[src/rtl/uart_tx_pkg.sv]
// Shared UART TX state definitions: the original controller states and the
// parametrised-transmitter states, plus parity-mode encodings.
package uart_tx_pkg;

  typedef enum logic [1:0] {
    TX_IDLE,
    TX_LOAD,
    TX_SHIFT
  } TX_state_type;

  typedef enum logic [2:0] {
    S_IDLE   = 3'd0,
    S_START  = 3'd1,
    S_DATA   = 3'd2,
    S_PARITY = 3'd3,
    S_STOP   = 3'd4
  } TX_param_state_type;

  localparam logic [1:0] PARITY_NONE = 2'b00;
  localparam logic [1:0] PARITY_EVEN = 2'b01;
  localparam logic [1:0] PARITY_ODD  = 2'b10;

  function automatic logic parity_enabled(input logic [1:0] mode);
    return (mode == PARITY_EVEN) || (mode == PARITY_ODD);
  endfunction

endpackage

[src/rtl/tx_sync_fifo.sv]
// Synchronous FIFO with wrap-bit pointers; dout shows the head word while
// the FIFO is not empty, and all status is derived from registered pointers.
module tx_sync_fifo #(
  parameter int WIDTH = 8,
  parameter int DEPTH = 4
) (
  input  logic                     Clock,
  input  logic                     Reset,
  input  logic                     push,
  input  logic                     pop,
  input  logic [WIDTH-1:0]         din,
  output logic [WIDTH-1:0]         dout,
  output logic                     full,
  output logic                     empty,
  output logic [$clog2(DEPTH):0]   level
);

  localparam int AW = $clog2(DEPTH);

  logic [WIDTH-1:0] mem_q [DEPTH];
  logic [AW:0]      wr_ptr_q;
  logic [AW:0]      rd_ptr_q;
  logic             do_push;
  logic             do_pop;

  assign level   = wr_ptr_q - rd_ptr_q;
  assign full    = (level == (AW+1)'(DEPTH));
  assign empty   = (wr_ptr_q == rd_ptr_q);
  assign do_push = push && !full;
  assign do_pop  = pop && !empty;
  assign dout    = mem_q[rd_ptr_q[AW-1:0]];

  always_ff @(posedge Clock) begin
    if (Reset) begin
      wr_ptr_q <= '0;
      rd_ptr_q <= '0;
    end else begin
      if (do_push) wr_ptr_q <= wr_ptr_q + (AW+1)'(1);
      if (do_pop)  rd_ptr_q <= rd_ptr_q + (AW+1)'(1);
    end
  end

  // Storage carries no reset so it can map onto distributed/block RAM.
  always_ff @(posedge Clock) begin
    if (do_push) mem_q[wr_ptr_q[AW-1:0]] <= din;
  end

endmodule

[src/rtl/uart_tx_fifo_param.sv]
// FIFO-fed UART transmitter: 5..9 data bits, runtime parity and stop-bit
// selection, frames sent back-to-back on the external bit tick.
module uart_tx_fifo_param
  import uart_tx_pkg::*;
#(
  parameter int DATA_WIDTH = 8,
  parameter int FIFO_DEPTH = 4
) (
  input  logic                        Clock,
  input  logic                        Reset,
  input  logic                        TX_clock_enable,
  input  logic                        Write,
  input  logic [DATA_WIDTH-1:0]       TX_data,
  input  logic [1:0]                  Parity_mode,
  input  logic                        Two_stop,
  output logic                        Full,
  output logic                        Empty,
  output logic [$clog2(FIFO_DEPTH):0] Fill_level,
  output logic                        Busy,
  output logic                        Overflow,
  output logic                        UART_TX_O
);

  localparam int CW = $clog2(DATA_WIDTH);
  localparam logic [CW-1:0] LAST_BIT = CW'(DATA_WIDTH - 1);

  TX_param_state_type    state_q, state_d;
  logic [DATA_WIDTH-1:0] buffer_q, buffer_d;
  logic [CW-1:0]         count_q, count_d;
  logic                  stop_cnt_q, stop_cnt_d;
  logic                  parity_en_q, parity_en_d;
  logic                  parity_bit_q, parity_bit_d;
  logic                  two_stop_q, two_stop_d;
  logic                  tx_q, tx_d;
  logic                  busy_q;
  logic                  overflow_q;
  logic                  pop;
  logic                  load;
  logic [DATA_WIDTH-1:0] fifo_dout;
  logic                  fifo_full;
  logic                  fifo_empty;

  tx_sync_fifo #(
    .WIDTH (DATA_WIDTH),
    .DEPTH (FIFO_DEPTH)
  ) u_fifo (
    .Clock (Clock),
    .Reset (Reset),
    .push  (Write),
    .pop   (pop),
    .din   (TX_data),
    .dout  (fifo_dout),
    .full  (fifo_full),
    .empty (fifo_empty),
    .level (Fill_level)
  );

  always_comb begin
    state_d      = state_q;
    buffer_d     = buffer_q;
    count_d      = count_q;
    stop_cnt_d   = stop_cnt_q;
    parity_en_d  = parity_en_q;
    parity_bit_d = parity_bit_q;
    two_stop_d   = two_stop_q;
    tx_d         = tx_q;
    load         = 1'b0;
    if (TX_clock_enable) begin
      case (state_q)
        S_IDLE: begin
          tx_d = 1'b1;
          if (!fifo_empty) load = 1'b1;
        end
        S_START: begin
          tx_d    = 1'b0;
          count_d = '0;
          state_d = S_DATA;
        end
        S_DATA: begin
          tx_d       = buffer_q[count_q];
          stop_cnt_d = 1'b0;
          if (count_q < LAST_BIT) count_d = count_q + CW'(1);
          else                    state_d = parity_en_q ? S_PARITY : S_STOP;
        end
        S_PARITY: begin
          tx_d    = parity_bit_q;
          state_d = S_STOP;
        end
        S_STOP: begin
          tx_d = 1'b1;
          if (two_stop_q && !stop_cnt_q) stop_cnt_d = 1'b1;
          else if (!fifo_empty)          load = 1'b1;
          else                           state_d = S_IDLE;
        end
        default: begin
          tx_d    = 1'b1;
          state_d = S_IDLE;
        end
      endcase
    end
    // Frame settings are captured with the word so later input changes
    // only affect the next popped frame.
    if (load) begin
      state_d      = S_START;
      buffer_d     = fifo_dout;
      parity_en_d  = parity_enabled(Parity_mode);
      parity_bit_d = (^fifo_dout) ^ (Parity_mode == PARITY_ODD);
      two_stop_d   = Two_stop;
    end
  end

  assign pop = load;

  always_ff @(posedge Clock) begin
    if (Reset) begin
      state_q      <= S_IDLE;
      buffer_q     <= '0;
      count_q      <= '0;
      stop_cnt_q   <= 1'b0;
      parity_en_q  <= 1'b0;
      parity_bit_q <= 1'b0;
      two_stop_q   <= 1'b0;
      tx_q         <= 1'b1;
      busy_q       <= 1'b0;
      overflow_q   <= 1'b0;
    end else begin
      state_q      <= state_d;
      buffer_q     <= buffer_d;
      count_q      <= count_d;
      stop_cnt_q   <= stop_cnt_d;
      parity_en_q  <= parity_en_d;
      parity_bit_q <= parity_bit_d;
      two_stop_q   <= two_stop_d;
      tx_q         <= tx_d;
      busy_q       <= (state_d != S_IDLE);
      overflow_q   <= Write && fifo_full;
    end
  end

  assign Full      = fifo_full;
  assign Empty     = fifo_empty;
  assign Busy      = busy_q;
  assign Overflow  = overflow_q;
  assign UART_TX_O = tx_q;

endmodule

[config.mk]
export PLATFORM = sky130hd
export DESIGN_NAME = uart_tx_fifo_param
export DESIGN_NICKNAME = d
export VERILOG_FILES = /design/src/rtl/uart_tx_pkg.sv /design/src/rtl/tx_sync_fifo.sv /design/src/rtl/uart_tx_fifo_param.sv
export SDC_FILE = /design/constraint.sdc
export NUM_CORES = 1
export LEC_CHECK = 0
export CAP_MARGIN = 40
export CORE_MARGIN = 8
export CORE_UTILIZATION = 35
export DETAILED_ROUTE_END_ITERATION = 6
export PLACE_DENSITY = 0.59
export SLEW_MARGIN = 20
export SYNTH_ARGS = -nofsm -noshare
export SYNTH_HDL_FRONTEND = slang
export SYNTH_SLANG_ARGS = --single-unit
[constraint.sdc]
create_clock -name Clock -period 2.35 [get_ports Clock]
set_clock_uncertainty 0.1 [all_clocks]
set_input_delay 0.3525 -clock Clock [delete_from_list [all_inputs] [get_ports Clock]]
set_output_delay 0.3525 -clock Clock [all_outputs]
set_load 0.1 [all_outputs]
; ---- Yosys cells after proc, flatten, opt, wreduce, memory -nomap -nowiden
; Memories as Yosys holds them, arrays and structs flattened. A register that Yosys moved wholly into a read port is not among the register bits.
; Cells that the tools add are included.
[word_totals]
in_bits = 15
mem_count = 1
ff_bits = 27
word_cells = 67
output_inout_bits = 8
latch_bits = 0
rom_bits = 0
mem_bits_rw = 32
[classes]
muxes = 22
eq_ne = 10
order_cmp = 2
reduce_logical = 15
shift = 0
n_mul = 0
n_bitwise = 1
div = 0
add_sub_neg = 4
[mem_list]
columns = name, depth, word_bits, rd, rd_ports_with_merged_regs, write_ports, line_no
row1 = u_fifo.mem_q, 4, 8, 1, 1, 1, tx_sync_fifo.sv:20  ; logic [WIDTH-1:0] mem_q [DEPTH];
[ops]
columns = operator, count
row1 = $mux 3, 7
row2 = $pmux 3 s5, 1
row3 = $add 3x1->3 const B, 3
row4 = $reduce_xor 8->1, 1
row5 = $mux 1, 7
row6 = $eq 3x2->1 const B, 2
row7 = $eq 3x3->1 const B, 2
row8 = $pmux 3 s2, 1
row9 = $reduce_and 3->1, 2
row10 = $logic_and 1x1->1, 4
row11 = $lt 3x4->1 const B, 1
row12 = $mux 2, 2
row13 = $ne 2x2->1 const B, 2
row14 = $pmux 1 s2, 2
row15 = $reduce_bool 2->1, 2
row16 = $bmux 1 s3, 1
row17 = $eq 3x1->1 const B, 1
row18 = $eq 3x3->1, 1
row19 = $logic_not 1->1, 3
row20 = $logic_not 3->1, 1
row21 = $lt 3x3->1 const B, 1
row22 = $pmux 1 s3, 1
row23 = $reduce_bool 3->1, 1
row24 = $sub 3x3->3, 1
row25 = other kinds (4), 4

; ---- Depth between registers and ports, before layout
[depth]
depth_word = 8
depth_mapped = 9

; ---- Hierarchy
; A second synthesis with hierarchy kept.
[hier_totals]
hier_cells = 218
hier_area_um2 = 2721.4
[by_module_without_submodules]
columns = module, area_per_inst_um2, instances, cells_per_inst
row1 = tx_sync_fifo, 1636.6, 1, 90
row2 = uart_tx_fifo_param, 1084.8, 1, 128

; ---- Worst setup path before layout
; OpenSTA, ideal clock, no wires.
[synth_path]
kind = reg2out
start = register u_fifo.wr_ptr_q[0]
end = output Full
arrival_time_ns = 2.694
path_stages_with_launch = 8
slack_ns = -0.797
required_time_ns = 1.898
cell_sequence = dfxtp_1 > inv_1 > ha_1 > inv_1 > fa_1 > xnor3_1 > nand3_1 > inv_1
[synth_via]
elab_chain_len = 2
[synth_rtl]
columns = item, line_no
row1 = "start, declared", tx_sync_fifo.sv:21  ; logic [AW:0] wr_ptr_q;
row2 = "start signal, assigned", tx_sync_fifo.sv:38  ; if (do_push) wr_ptr_q <= wr_ptr_q + (AW+1)'(1);
row3 = $sub 3x3->3, tx_sync_fifo.sv:26  ; assign level = wr_ptr_q - rd_ptr_q;
row4 = via Fill_level[2], uart_tx_fifo_param.sv:18  ; output logic [$clog2(FIFO_DEPTH):0] Fill_level,
row5 = $eq 3x3->1, tx_sync_fifo.sv:27  ; assign full = (level == (AW+1)'(DEPTH));
row6 = "end, declared", uart_tx_fifo_param.sv:16  ; output logic Full,
; The timed path passes the listed nets, and every way through them passes these cells.

; ---- Worst setup path in the final report
[layout_path]
start = register u_fifo.wr_ptr_q[0]
end = output Full
[layout_via]
elab_chain_len = 2
[layout_rtl]
columns = item, line_no
row1 = $sub 3x3->3, tx_sync_fifo.sv:26
row2 = $eq 3x3->1, tx_sync_fifo.sv:27
; No other way between the ends.

==> results.json <==
{
  "outcome": "completed",
  "synth.avg_cell_area_sq_um": 12.29,
  "cts_buffers": 9,
  "finalCritPeriodShare_pct": 98.87,
  "ant_nets": 0,
  "rsz0062_at_grt": "yes",
  "fin_cells": 364,
  "synth_area_leaders": "edfxtp_1, dfxtp_1, mux4_1",
  "dieWidth_um": 104.1,
  "num_vias": 1706,
  "clk-insertion-delay-late_ns": 0.33,
  "ys_warn_count": 0,
  "place.detailed.hpwl_mm": 3.546,
  "die_area_sq_um": 10830,
  "synthFlopType": "edfxtp_1",
  "area_delta_synth_final_pct": 24.93,
  "grt_first_pass_wirelength_mm": 8.266,
  "grt_overflow": 0,
  "antenna_found_initial": 0,
  "final_cell_area_sq_um": 3392,
  "placed_area_sq_um": 3157,
  "power_leakage_nw": 1.227,
  "fillCellCount": 709,
  "path_max_fanout": 4,
  "ys_top_cells_by_count": "edfxtp_1, dfxtp_1, nand2_1",
  "hold_viol_final": 0,
  "drtIter0Drc": 35,
  "die_h_um": 104.1,
  "grt_usage_pct": 9.399,
  "vias_per_cell": 4.687,
  "initial_core_util_pct": 35.69,
  "path_class": "flop to output pin",
  "tightest_slew_ns": 0.4796,
  "maxSlewViolCount": 0,
  "cp.required_ns": 1.90,
  "critPathArrivalTime_ns": 1.87,
  "cpPeakStageDelay_ns": 0.37,
  "synthArstFlopShare_pct": 0,
  "dr.pass1.iters": 4,
  "gp_congestion": 0.6910,
  "synth_top_area_cell": "edfxtp_1",
  "cts_tree": "built",
  "synth_cell_type_count": 43,
  "final_nets": 282,
  "slew-limit-headroom_pct": 67.93,
  "synth_edf_count": 32,
  "yosys_register_bits": 61,
  "grt_pass1_vias": 1740,
  "maxCapViolCount": 0,
  "tns_ns": 0,
  "io_pins": 23,
  "htree_levels": 3,
  "place_worst_setup_slack_ns": 0.1000,
  "clock_sinks": 61,
  "wl_per_cell_um": 13.04,
  "yosysMostFrequentCell": "edfxtp_1",
  "p_per_area_nw_per_um2": 1242,
  "critical_path.slowest_cell": "dfxtp_4",
  "io_buffers": 22,
  "n_antenna_cell": 0,
  "root_buffer": "clkbuf_8",
  "start_kind": "flop",
  "syn_nets": 246,
  "finalWorstSetupSlack_ns": 0.02655,
  "rows": 32,
  "cts.clk_slew.worst_paths_ns": 0.07,
  "drt-total-wl_mm": 4.746,
  "finalSetupViolations": 0,
  "endpoint_kind": "output pin",
  "synth_top_area_share_pct": 35.39,
  "synthCells": 221,
  "layout_min_cycle_time_ns": 2.323,
  "hold_ws_ns": 0.3533,
  "worstPathCellList": "inv_4, ha_4, inv_2, fa_2, xnor3_2, nand3_4, clkinvlp_4, buf_12",
  "seq_area_frac_synth_pct": 56.77,
  "synth_area_sq_um": 2715,
  "dp.cells": 345,
  "fmax_mhz": 430.4,
  "min_path_type": "flop to flop",
  "core-area_sq_um": 7607,
  "route.detailed.drc": 0,
  "final_layout_size_suffix_gt1_share_pct": 21.76,
  "grt_max_degree": 14,
  "cts_buffer_depth": 2,
  "ir_worst_vdd_mv": 0.6180
}
layout make-up:
type / count / area [sq um] / share of cell area [%]
clock buffer: 9 / 123.9 / 3.652
clock inverter: 7 / 76.32 / 2.250
timing repair buffer: 35 / 347.8 / 10.25
sequential: 61 / 1546 / 45.59
multi-input combinational: 136 / 1111 / 32.76
tap: 102 / 127.6 / 3.762
inverter: 14 / 58.81 / 1.734
what timing repair did:
| action | CTS | global route |
|---|---|---|
| pin swaps | 2 | 1 |
| gates cloned | 0 | 0 |
| resized for setup | 1 | 2 |
| buffers inserted | 3 | 1 |
| hold buffers | 0 | 0 |
| endpoints found under the hold margin | 0 | 0 |
| endpoints found under the setup margin | 1 | 1 |
through the flow:
step	power [mW]	util, %
after floorplan	2.779	-
after global placement	3.268	41.50
final	4.212	44.59
after global routing	4.434	44.59
after detailed placement	3.284	41.50
after CTS	4.225	44.36
metal layers:
metal | vias up | global-route usage, % | wire, um
met3 | 6 | 3.222 | 156
met1 | 795 | 11.43 | 2279
met2 | 24 | 14.76 | 2243
met5 | - | 0 | 0
met4 | 0 | 4.137 | 67
li1 | 881 | - | -
sequential cells by signal, indices dropped and copies added (netlist names), named ones only:
register and cells:
parity_bit_q 1, UART_TX_O 1, u_fifo.wr_ptr_q 3, Overflow 1, buffer_q 8, two_stop_q 1
stop_cnt_q 1, count_q 3, Busy 1, parity_en_q 1, state_q 3, u_fifo.rd_ptr_q 3
u_fifo.mem_q 32
cells in the final DEF, fill, tap and decap left out, types with 6 or more instances in the layout:
cell,netlist,routed
clkdlybuf4s50_1,0,14
edfxtp_1,32,32
mux4_1,6,6
dfxtp_1,29,27
buf_4,0,17
clkbuf_8,0,9
a21oi_1,18,18
inv_1,14,10
o21ai_0,6,6
nand2_1,28,28
nor2_1,12,12
ha_1,9,8
power by group:
group | internal, mW | total, mW | switching (mW)
clock network | 0.492 | 0.921 | 0.429
logic | 0.781 | 1.87 | 1.09
registers | 1.31 | 1.42 | 0.113
total | 2.58 | 4.21 | 1.63
path summary, 6_finish.rpt:
| path | to | cells after the start | start | slack, ns |
|---|---|---|---|---|
| hold reg to reg | buffer_q[3] | 2 | buffer_q[3] | 0.35 |
| setup reg to reg | u_fifo.mem_q[0][2] | 7 | u_fifo.wr_ptr_q[0] | 0.13 |
| setup / recovery | Full | 8 | u_fifo.wr_ptr_q[0] | 0.03 |
| hold / removal | buffer_q[3] | 2 | buffer_q[3] | 0.35 |
logic make-up after synthesis:
| logic type | after synthesis | share of synthesized area (%) |
|---|---|---|
| and+or+nand+nor | 68 | 11.71 |
| DFF | 61 | 56.77 |
| AOI/OAI and AO/OA | 36 | 8.111 |
| buffers and inverters | 24 | 3.686 |
| xor gates and xnor gates | 11 | 5.346 |
| muxes | 11 | 9.493 |
| adders and majority gates | 10 | 4.885 |
critical path: cells and delay by family, from the launching register on:
kind	cells	cell delay, ns
DFF	1	0.37
and+or+nand+nor	1	0.11
adders and majority gates	2	0.43
buffers and inverters	4	0.36
xor gates and xnor gates	1	0.28
(Power assumes the default switching activity.)
